**config.mk**
```make
export PLATFORM = sky130hd
export DESIGN_NAME = dwc_upconv_rd_cmd_gen
export DESIGN_NICKNAME = d
export VERILOG_FILES = /design/src/rtl/dwc_upconv_rd_cmd_gen.sv
export SDC_FILE = /design/constraint.sdc
export NUM_CORES = 1
export LEC_CHECK = 0
export BUFFER_PORTS_ARGS = -buffer_cell sky130_fd_sc_hd__buf_2
export CORE_MARGIN = 1.5
export CORE_UTILIZATION = 45
export DETAILED_ROUTE_END_ITERATION = 16
export PLACE_DENSITY_LB_ADDON = 0.12
export RECOVER_POWER = 100
export SLEW_MARGIN = 20
export SYNTH_ARGS = -nofsm -noshare
export SYNTH_HDL_FRONTEND = slang
export SYNTH_SLANG_ARGS = --single-unit
```
**constraint.sdc**
```tcl
create_clock -name ACLK -period 5.8 [get_ports ACLK]
set_clock_uncertainty 0.2 [all_clocks]
set_input_delay 0.29 -clock ACLK [delete_from_list [all_inputs] [get_ports ACLK]]
set_output_delay 0.29 -clock ACLK [all_outputs]
set_load 0.03 [all_outputs]
```
**src/rtl/dwc_upconv_rd_cmd_gen.sv**
```systemverilog
// Read-address front end of the data-width up-converter. Takes one narrow
// master AR, re-issues it as a wide slave AR and pushes one R-path command.
//
// Ports:
//   ACLK, sysReset                 clock, synchronous active-high reset
//   MASTER_AR*                     narrow master AR channel (slave side of us)
//   SLAVE_AR*                      wide slave AR channel (master side of us)
//   cmd_full / cmd_wr_en           command FIFO full flag / one-cycle push
//   cmd_*                          command entry fields for the R up-converter
module dwc_upconv_rd_cmd_gen #(
    parameter int DATA_WIDTH_IN  = 512,
    parameter int DATA_WIDTH_OUT = 32,
    parameter int ID_WIDTH       = 1,
    parameter int ADDR_WIDTH     = 32
) (
    input  logic                  ACLK,
    input  logic                  sysReset,
    input  logic [ID_WIDTH-1:0]   MASTER_ARID,
    input  logic [ADDR_WIDTH-1:0] MASTER_ARADDR,
    input  logic [7:0]            MASTER_ARLEN,
    input  logic [2:0]            MASTER_ARSIZE,
    input  logic [1:0]            MASTER_ARBURST,
    input  logic                  MASTER_ARVALID,
    output logic                  MASTER_ARREADY,
    output logic [ID_WIDTH-1:0]   SLAVE_ARID,
    output logic [ADDR_WIDTH-1:0] SLAVE_ARADDR,
    output logic [7:0]            SLAVE_ARLEN,
    output logic [2:0]            SLAVE_ARSIZE,
    output logic [1:0]            SLAVE_ARBURST,
    output logic                  SLAVE_ARVALID,
    input  logic                  SLAVE_ARREADY,
    input  logic                  cmd_full,
    output logic                  cmd_wr_en,
    output logic [9:0]            cmd_addr,
    output logic [7:0]            cmd_len,
    output logic                  cmd_len_eq_0,
    output logic [2:0]            cmd_size,
    output logic [ID_WIDTH-1:0]   cmd_id,
    output logic                  cmd_fixed,
    output logic                  cmd_wrap,
    output logic [4:0]            cmd_to_wrap_boundary,
    output logic [9:0]            cmd_mask_pre,
    output logic [9:0]            cmd_rd_src_shift,
    output logic [5:0]            cmd_rd_src_top
);

    localparam int BIN   = DATA_WIDTH_IN / 8;
    localparam int BOUT  = DATA_WIDTH_OUT / 8;
    localparam int LB    = $clog2(BIN);
    localparam int LBOUT = $clog2(BOUT);

    localparam logic [ADDR_WIDTH-1:0] LB_MASK = ADDR_WIDTH'(BIN - 1);
    localparam logic [10:0]           BIN_B   = 11'(BIN);

    localparam logic [1:0] BURST_FIXED = 2'b00;
    localparam logic [1:0] BURST_INCR  = 2'b01;
    localparam logic [1:0] BURST_WRAP  = 2'b10;

    typedef enum logic [1:0] {
        IDLE,
        CALC,
        ISSUE
    } state_t;

    state_t state_q, state_d;
    logic   ar_done_q, ar_done_d;
    logic   cmd_done_q, cmd_done_d;
    logic   arready_q;
    logic   accept;
    logic   slave_hs;

    logic [ID_WIDTH-1:0]   m_id;
    logic [ADDR_WIDTH-1:0] m_addr;
    logic [7:0]            m_len;
    logic [2:0]            m_size;
    logic [1:0]            m_burst;

    // CALC-stage datapath, all driven from the captured master payload
    logic [12:0]           t_bytes;
    logic [ADDR_WIDTH-1:0] a_aligned;
    logic [13:0]           incr_span;
    logic [7:0]            incr_len;
    logic [7:0]            wrap_len;
    logic [12:0]           wrap_off;
    logic [12:0]           wrap_beats;
    logic                  is_fixed;
    logic                  is_wrap;
    logic                  wrap_big;
    logic [ADDR_WIDTH-1:0] calc_addr;
    logic [7:0]            calc_len;
    logic [1:0]            calc_burst;
    logic [4:0]            calc_twb;
    logic [9:0]            calc_mask;

    assign MASTER_ARREADY = arready_q;
    assign accept   = (state_q == IDLE) && arready_q && MASTER_ARVALID;
    assign SLAVE_ARVALID = (state_q == ISSUE) && !ar_done_q;
    assign slave_hs = SLAVE_ARVALID && SLAVE_ARREADY;
    // Suppressed during reset so a push never races the FIFO reset
    assign cmd_wr_en = (state_q == ISSUE) && !cmd_done_q
                       && !cmd_full && !sysReset;

    assign t_bytes   = ({5'd0, m_len} + 13'd1) << m_size;
    assign a_aligned = (m_addr >> m_size) << m_size;
    // Bytes touched from the wide-beat-aligned base, minus one, in wide beats
    assign incr_span = 14'(a_aligned & LB_MASK) + 14'(t_bytes) - 14'd1;
    assign incr_len  = 8'(incr_span >> LB);
    assign wrap_len  = 8'((t_bytes >> LB) - 13'd1);
    assign wrap_off  = 13'(a_aligned) & (t_bytes - 13'd1);
    assign wrap_beats = (t_bytes - wrap_off) >> m_size;
    assign is_fixed  = (m_burst == BURST_FIXED);
    assign is_wrap   = (m_burst == BURST_WRAP);
    assign wrap_big  = t_bytes > 13'(BIN);
    assign calc_mask = 10'((BIN_B >> m_size) - 11'd1);
    assign calc_twb  = is_wrap ? 5'(wrap_beats - 13'd1) : 5'd0;

    // Reserved burst encoding falls through to the INCR default
    always_comb begin
        calc_addr  = m_addr & ~LB_MASK;
        calc_len   = incr_len;
        calc_burst = BURST_INCR;
        unique case (1'b1)
            is_fixed: begin
                calc_len   = m_len;
                calc_burst = BURST_FIXED;
            end
            is_wrap && wrap_big: begin
                calc_addr  = a_aligned & ~LB_MASK;
                calc_len   = wrap_len;
                calc_burst = BURST_WRAP;
            end
            is_wrap && !wrap_big: begin
                calc_len = 8'd0;
            end
            default: ;
        endcase
    end

    always_comb begin
        state_d    = state_q;
        ar_done_d  = ar_done_q;
        cmd_done_d = cmd_done_q;
        unique case (state_q)
            IDLE: begin
                if (accept) state_d = CALC;
            end
            CALC: begin
                ar_done_d  = 1'b0;
                cmd_done_d = 1'b0;
                state_d    = ISSUE;
            end
            ISSUE: begin
                if (slave_hs)  ar_done_d  = 1'b1;
                if (cmd_wr_en) cmd_done_d = 1'b1;
                if (ar_done_d && cmd_done_d) state_d = IDLE;
            end
            default: state_d = IDLE;
        endcase
    end

    always_ff @(posedge ACLK) begin
        if (sysReset) begin
            state_q    <= IDLE;
            ar_done_q  <= 1'b0;
            cmd_done_q <= 1'b0;
            arready_q  <= 1'b0;
        end else begin
            state_q    <= state_d;
            ar_done_q  <= ar_done_d;
            cmd_done_q <= cmd_done_d;
            arready_q  <= (state_d == IDLE);
        end
    end

    always_ff @(posedge ACLK) begin
        if (sysReset) begin
            m_id                 <= '0;
            m_addr               <= '0;
            m_len                <= '0;
            m_size               <= '0;
            m_burst              <= '0;
            SLAVE_ARID           <= '0;
            SLAVE_ARADDR         <= '0;
            SLAVE_ARLEN          <= '0;
            SLAVE_ARSIZE         <= '0;
            SLAVE_ARBURST        <= '0;
            cmd_addr             <= '0;
            cmd_len              <= '0;
            cmd_len_eq_0         <= 1'b0;
            cmd_size             <= '0;
            cmd_id               <= '0;
            cmd_fixed            <= 1'b0;
            cmd_wrap             <= 1'b0;
            cmd_to_wrap_boundary <= '0;
            cmd_mask_pre         <= '0;
            cmd_rd_src_shift     <= '0;
            cmd_rd_src_top       <= '0;
        end else begin
            if (accept) begin
                m_id    <= MASTER_ARID;
                m_addr  <= MASTER_ARADDR;
                m_len   <= MASTER_ARLEN;
                m_size  <= MASTER_ARSIZE;
                m_burst <= MASTER_ARBURST;
            end
            if (state_q == CALC) begin
                SLAVE_ARID           <= m_id;
                SLAVE_ARADDR         <= calc_addr;
                SLAVE_ARLEN          <= calc_len;
                SLAVE_ARSIZE         <= 3'(LB);
                SLAVE_ARBURST        <= calc_burst;
                cmd_addr             <= 10'(m_addr[9:0] >> m_size);
                cmd_len              <= m_len;
                cmd_len_eq_0         <= (m_len == 8'd0);
                cmd_size             <= m_size;
                cmd_id               <= m_id;
                cmd_fixed            <= is_fixed;
                cmd_wrap             <= is_wrap;
                cmd_to_wrap_boundary <= calc_twb;
                cmd_mask_pre         <= calc_mask;
                cmd_rd_src_shift     <= 10'(LBOUT) - 10'(m_size);
                cmd_rd_src_top       <= calc_mask[5:0];
            end
        end
    end

endmodule
```
==> results by group, run 1 <==
Synth
  • Asr flop ratio synth: 0
  • EDFF count, synth: 0
  • Synth top area share: 0.3153
  • Commonest cells in the netlist: 179 x nand2_1, 131 x dfxtp_1, 115 x nor2_1
  • Predominant post-synthesis flop cell: dfxtp_1
  • Post-synthesis sequential area ratio: 0.3153
  • Count leader, synth: nand2_1
  • Synth Register Bits: 131
  • Avg Inst Size Synth: 7.781 um^2
  • Synthesized cell area: 8318 um^2
  • Synth unique cells: 85
  • Top cells by area, synth: dfxtp_1 32%, nand2_1 8.1%, ha_1 6.6%, mux2i_1 6.0%, a21oi_1 5.5%
  • Post-synthesis instance total: 1069
  • Area leader, netlist: dfxtp_1
  • Yosys synthesis warning count: 0

Drt
  • Routed WL per cell: 17.82 um
  • DRC Markers: 0
  • Initial drt markers: 629
  • Detailed Route WL: 26210 um
  • Vias per std cell: 5.565
  • Drt pass-1 iters: 6
  • Number of routed nets with antenna violations: 0
  • Vias: 8186

Critical path
  • Worst Path Arrival: 5.57 ns
  • Critical path startpoint category: register
  • Critical Path Sink Type: register
  • Crit path kind: register to register
  • CP required: 5.94 ns
  • Worst-path maximum fanout: 16

Global routing
  • First-pass GRT wire length: 41670 um
  • Largest net degree at the start of global routing: 78
  • Vias in the first global route: 7741
  • GRT Residual Overflow: 0
  • Global-route usage over all layers: 0.2688
  • Initial antenna violation count: 0

CTS
  • Root Buffer: clkbuf_16
  • Worst-skew pair later-pin latency: 0.42 ns
  • Maximum buffer depth of the clock tree: 2
  • CTS sink cnt: 131
  • CTS tree: yes
  • Total setup buffers inserted after CTS: 0
  • CTS Buf Count: 17
  • H-tree levels: 4
  • Register clock-pin slew on the reported worst setup and hold paths: 0.06 ns

Pwr
  • PD cells: 364.0 nW/um^2
  • Worst vdd ir: 0.0002791 V
  • Tot Pwr: 3.695 mW
  • P_leak: 3.914 nW

Layout
  • Layout cell share with drive strength beyond 1: 0.1264
  • ANT cells: 0
  • Final net count: 1324
  • Syn-to-layout area delta: 22.02%

Floorplanning
  • Die extent in y: 139.0 um
  • Rows: 49
  • Die ar.: 19310 um^2
  • Top-level I/O count: 156
  • Initial Utilization: 0.4615
  • Core ar.: 18020 um^2
  • Die width: 139.0 um

Status
  • Status: complete, but fails checks
  • Failing checks: max-capacitance violations, max-slew violations

Placed design
  • Final GP Congestion: 0.9652
  • Detailed Place HPWL: 18960 um
  • Port bufs: 148

Min path
  • HP Class: input port to register

Timing
  • Slew margin rel.: -1.877
  • Achievable frequency: 184.3 MHz
  • Fin crit share: 0.9353
  • Least-Margin Pin Slew: 4.315 ns
  • Fin. Hold Viols: 0
  • Setup TNS: 0 ns
  • Post-layout min period: 5.425 ns
  • Fin. max-slew vios: 118
  • RSZ-0062 raised after global routing: no
  • # setup viols final: 0

Job
  • Max Cap Viol: 2
worst max-delay path: stages (launching register included):
cell and delay [ns]:
dfxtp_1 0.66, buf_4 0.32, buf_4 0.18, a211oi_1 0.07, a311oi_2 0.40, and2_2 0.26
inv_2 0.07, xnor2_1 0.17, nand3_1 0.11, ha_1 0.39, o21ai_0 0.16, o21bai_1 0.21
o221a_2 0.27, a2bb2oi_2 0.19, nand4b_1 0.22, a41o_2 0.29, a2bb2oi_1 0.19, o21ai_0 0.15
inv_1 0.09, ha_1 0.22, or4_1 0.39, a21oi_1 0.14
where the power goes:
part	internal (mW)	switching (mW)	leakage (nW)
clock	0.700	0.456	0.313
sequential	0.974	0.0841	1.06
combinational	0.584	0.897	2.54
metal layers:
| metal | share of wire | track usage | vias up |
|---|---|---|---|
| li1 | - | - | 4028 |
| met5 | 0 | 0 | - |
| met3 | 0.063 | 0.04523 | 48 |
| met2 | 0.46 | 0.4398 | 314 |
| met4 | 0.023 | 0.08443 | 0 |
| met1 | 0.45 | 0.3620 | 3796 |
path summary, 6_finish.rpt:
| kind | to | from | depth (start not counted) | slack [ns] |
|---|---|---|---|---|
| max reg2reg | cmd_to_wrap_boundary[1]$_SDFFE_PP0N_ | m_size[1]$_SDFFE_PP0P_ | 21 | 0.38 |
| min reg2reg | m_addr[18]$_SDFFE_PP0P_ | m_addr[18]$_SDFFE_PP0P_ | 2 | 0.25 |
| min | cmd_done_q$_SDFFE_PP0P_ | cmd_full | 4 | 0.03 |
| max | cmd_to_wrap_boundary[1]$_SDFFE_PP0N_ | m_size[1]$_SDFFE_PP0P_ | 21 | 0.38 |
per-stage QoR:
| step | setup slack, ns | util | hold slack, ns | area [um^2] | instances |
|---|---|---|---|---|---|
| 6_report | 0.3753 | 0.5631 | 0.02752 | 10150 | 1471 |
| 5_1_grt | 0.03405 | 0.5631 | 0.05333 | 10150 | 1471 |
| 4_1_cts | 0.2909 | 0.5698 | 0.02126 | 10270 | 1471 |
| 3_5_place_dp | 0.3408 | 0.5086 | 0.2414 | 9168 | 1392 |
| 3_3_place_gp | 0.4369 | 0.5086 | 0.2356 | 9168 | 1392 |
| 2_1_floorplan | 0.7609 | - | 0.2260 | 8341 | 1075 |
cell families after synthesis:
kind of cell / after synthesis / share of synthesized area
simple gates: 410 / 0.2193
other cells: 1 / 0.0004508
fa+ha+maj: 44 / 0.06619
compound gates: 242 / 0.1974
buf+inv: 142 / 0.08093
mux: 61 / 0.08048
flops: 131 / 0.3153
xor+xnor: 38 / 0.04001
state kept, by name (all words and copies together) (netlist names), 2 cells and up:
register	flops
cmd_len	8
m_size	3
cmd_to_wrap_boundary	5
m_len	8
cmd_addr	10
cmd_mask_pre	10
m_burst	2
cmd_rd_src_shift	3
state_q	2
SLAVE_ARLEN	8
SLAVE_ARBURST	2
cmd_size	3
m_addr	32
SLAVE_ARADDR	26
layout make-up:
class / count / area [um^2]
clock buffer: 17 / 425.4
clock inverter: 15 / 207.7
fill: 1810 / 7875
inverter: 45 / 171.4
multi-input combinational: 802 / 5071
sequential: 131 / 2626
tap: 229 / 286.5
timing repair buffer: 232 / 1361
timing repair:
item	CTS	global route
endpoints found under the hold margin	47	0
hold buffers	47	0
setup endpoints to repair	0	2
gates resized for setup	0	5
layout by cell type (no fill, tap or decap), types with 5 or more instances in the layout:
| master | netlist | routed |
|---|---|---|
| nand2_1 | 179 | 179 |
| dfxtp_1 | 131 | 128 |
| nor2_1 | 115 | 115 |
| clkbuf_1 | 38 | 100 |
| a21oi_1 | 91 | 91 |
| mux2i_1 | 50 | 50 |
| buf_2 | 14 | 49 |
| dlygate4sd3_1 | 0 | 47 |
| ha_1 | 44 | 42 |
| inv_1 | 41 | 41 |
| buf_4 | 28 | 36 |
| o21ai_0 | 31 | 31 |
| nor3_1 | 27 | 27 |
| xnor2_1 | 23 | 23 |
| a211oi_1 | 24 | 23 |
| nand3_1 | 21 | 20 |
| clkbuf_16 | 0 | 17 |
| xor2_1 | 15 | 15 |
| nand2b_1 | 15 | 15 |
| a221oi_1 | 9 | 9 |
| o211ai_1 | 8 | 8 |
| a31oi_1 | 8 | 8 |
| nand4_1 | 8 | 8 |
| nor2b_1 | 7 | 7 |
| mux2_2 | 7 | 7 |
| conb_1 | 1 | 7 |
| inv_6 | 0 | 6 |
| and2_1 | 5 | 5 |
| o22ai_1 | 5 | 5 |
| inv_8 | 0 | 5 |
Power figures use the tool's default switching activity.
==> run 2: changes to the inputs <==
- CORE_MARGIN: 1.5 -> unset
==> run 2 against run 1 <==
Net effect:
- the flow still finishes with violations (max-capacitance violations, max-slew violations)
- global-route usage up 0.16 points
- cell count down 0.61%
- non-clock buffer count down 9
- worst setup slack worse by 0.0022 ns
- largest power group unchanged
- clock power down 8%
- sequential share of layout area up 0.27 points
- sequential power about the same
- flip-flop and latch count unchanged
- critical path depth up 1
==> results by group, run 2 (same netlist as run 1, synthesis figures left out) <==
Layout
  • Design area: 10060 um^2 (-0.90%)
  • Max reg flops: 32 (unchanged)
  • Seq. cell area: 2630 um^2 (+0.14%)
  • ANT cells: 0 (unchanged)
  • Layout fillers: 1788 (-1.2%)
  • Syn-to-layout area delta: 20.92%
  • Util after Layout: 0.5580 (-0.005068)
  • Top Registers: m_addr (32), SLAVE_ARADDR (26)
  • Most frequent cells in the layout: 179 x nand2_1, 127 x dfxtp_1, 115 x nor2_1
  • Final net count: 1315 (-0.68%)
  • Leading cell type in the layout, fill and taps excluded: nand2_1
  • Largest register by flop count: m_addr
  • Multi-input logic area: 5059 um^2 (-0.25%)
  • Layout cell share with drive strength beyond 1: 0.1217 (-0.004755)

Critical path
  • Crit path kind: register to register
  • Biggest cell delay along the critical path: 0.63 ns (-0.03 ns)
  • CP top delay family: simple AND/OR/NAND/NOR gates
  • CP Cell Sequence: nand3_2 > or3_4 > and2_1 > mux4_2 > a21boi_4 > inv_2 > ha_1 > nor2b_1 > nor2_1 > xnor2_1 > nand2_1 > ha_1 > nor2_1 > nand4_1 > o311ai_0 > a41o_2 > a2bb2oi_1 > o21ai_0 > inv_1 > ha_1 > or4_1 > a21oi_1
  • Levels on crit path: 22 (+4.8%)
  • R2R depth: 22 (+4.8%)
  • Critical path startpoint category: register
  • Buf+Inv Stages, Crit Path: 2 (-2)
  • Worst Path Arrival: 5.58 ns (about the same)
  • CP dominant cell by count: ha_1
  • Critical Path Sink Type: register
  • Slowest CP cell: dfxtp_1
  • CP required: 5.95 ns (about the same)
  • Worst-path maximum fanout: 10 (-6)

Timing
  • Least-Margin Pin Slew: 1.863 ns (-2.452 ns)
  • Hold_ws: 0.01844 ns (-0.009082 ns)
  • Post-layout min period: 5.427 ns (+0.002151 ns)
  • # setup viols final: 0 (unchanged)
  • RSZ-0062 raised after global routing: no
  • Setup TNS: 0 ns (unchanged)
  • Achievable frequency: 184.3 MHz (about the same)
  • Slew margin rel.: -0.2422 (+1.635)
  • Fin. max-slew vios: 118 (unchanged)
  • Fin. Hold Viols: 0 (unchanged)
  • Fin crit share: 0.9357 (about the same)

Drt
  • Wire length on met1: 11450 um (-3.7%)
  • Vias per std cell: 5.558 (-0.12%)
  • Detailed Route WL: 25490 um (-2.7%)
  • Met3 WL: 1749 um (+5.5%)
  • Drt pass-1 iters: 5 (-1)
  • Top sig layer: met4
  • Number of routed nets with antenna violations: 0 (unchanged)
  • DRC Markers: 0 (unchanged)
  • Routed WL per cell: 17.44 um (-2.1%)
  • Initial drt markers: 681 (+8.3%)
  • Routed length on met2: 11570 um (-4.0%)
  • Vias: 8126 (-0.73%)

Placed design
  • Cell Area, Placed: 9125 um^2 (-0.46%)
  • Detailed Place HPWL: 17960 um (-5.3%)
  • Port bufs: 148 (unchanged)
  • Final GP Congestion: 0.9529 (-1.3%)

Floorplanning
  • Rows: 49 (unchanged)
  • Die width: 138.0 um (-0.72%)
  • Core ar.: 18020 um^2 (unchanged)
  • Die ar.: 19030 um^2 (-1.4%)
  • Die extent in y: 138.0 um (-0.72%)
  • Initial Utilization: 0.4615 (unchanged)
  • Top-level I/O count: 156 (unchanged)

Global routing
  • Vias in the first global route: 7410 (-4.3%)
  • Largest net degree at the start of global routing: 105 (+35%)
  • First-pass GRT wire length: 39320 um (-5.6%)
  • Global-route usage over all layers: 0.2704 (+0.001572)
  • Initial antenna violation count: 0 (unchanged)
  • GRT Residual Overflow: 0 (unchanged)

Pwr
  • Tot Pwr: 3.579 mW (-3.1%)
  • P_leak: 3.854 nW (-1.5%)
  • PD cells: 355.9 nW/um^2 (-2.2%)
  • Worst vdd ir: 0.0003119 V (+12%)

CTS
  • H-tree levels: 4 (unchanged)
  • CTS Buf Count: 17 (unchanged)
  • Register clock-pin slew on the reported worst setup and hold paths: 0.07 ns (about the same)
  • Worst-skew pair later-pin latency: 0.42 ns (about the same)
  • Maximum buffer depth of the clock tree: 2 (unchanged)
  • CTS tree: yes
  • Root Buffer: clkbuf_16
  • CTS sink cnt: 131 (unchanged)

Job
  • Max Cap Viol: 2 (unchanged)

Status
  • Failing checks: max-capacitance violations, max-slew violations
  • Status: complete, but fails checks

Min path
  • Hold depth: 4 (unchanged)
  • HP Class: input port to register
==> run 2: cell types whose count changed in the layout (fill, tap and decap cells not counted), moves of 2 or more <==
cell / delta
bufinv_16: -2
clkbuf_1: -2
inv_8: -2
buf_12: +2
buf_4: -10
==> run 2: final timing paths <==
path	from	to	slack (ns)
setup / recovery	m_len[2]$_SDFFE_PP0P_	cmd_to_wrap_boundary[1]$_SDFFE_PP0N_	0.37
hold reg to reg	m_addr[29]$_SDFFE_PP0P_	m_addr[29]$_SDFFE_PP0P_	0.26
setup reg to reg	m_len[2]$_SDFFE_PP0P_	cmd_to_wrap_boundary[1]$_SDFFE_PP0N_	0.37
hold / removal	cmd_full	cmd_done_q$_SDFFE_PP0P_	0.02
==> run 2: routing by layer <==
metal | vias up | GRT usage
met1 | 3767 | 0.3493
met4 | 0 | 0.1123
met2 | 298 | 0.4261
met5 | - | 0
li1 | 4010 | -
met3 | 51 | 0.06871
==> run 2: final cells by class <==
type | instances | share of cell area
Multi-Input combinational cell | 802 | 0.5029
Sequential cell | 131 | 0.2615
Timing Repair Buffer | 223 | 0.1316
Clock buffer | 17 | 0.04229
Tap cell | 229 | 0.02849
Inverter | 45 | 0.01704
Clock inverter | 15 | 0.01617
==> run 2: metrics by stage <==
step | setup WS [ns] | std cells
2_1_floorplan | 0.7609 | 1075
3_3_place_gp | 0.5024 | 1383
3_5_place_dp | 0.2823 | 1383
4_1_cts | 0.2330 | 1462
5_1_grt | 0.05242 | 1462
6_report | 0.3731 | 1462
==> run 2: timing repair <==
| action | 4_1_cts | 5_1_grt |
|---|---|---|
| hold buffers | 47 | 0 |
| endpoints found under the hold margin | 47 | 0 |
| resized for setup | 0 | 7 |
| buffers inserted | 0 | 0 |
| setup endpoints to repair | 0 | 3 |
==> run 2: worst register-to-register path, cell delays in order (launching register included) <==
cell and delay, ns:
dfxtp_1 0.63, nand3_2 0.21, or3_4 0.38, and2_1 0.20
mux4_2 0.51, a21boi_4 0.19, inv_2 0.10, ha_1 0.20
nor2b_1 0.13, nor2_1 0.12, xnor2_1 0.13, nand2_1 0.07
ha_1 0.42, nor2_1 0.19, nand4_1 0.11, o311ai_0 0.13
a41o_2 0.16, a2bb2oi_1 0.07, o21ai_0 0.29, inv_1 0.08
ha_1 0.30, or4_1 0.40, a21oi_1 0.14
==> run 2: where the power goes <==
| group | internal (mW) | switching (mW) | total, mW |
|---|---|---|---|
| registers | 0.974 | 0.0818 | 1.06 |
| logic | 0.564 | 0.889 | 1.45 |
| clock network | 0.610 | 0.460 | 1.07 |
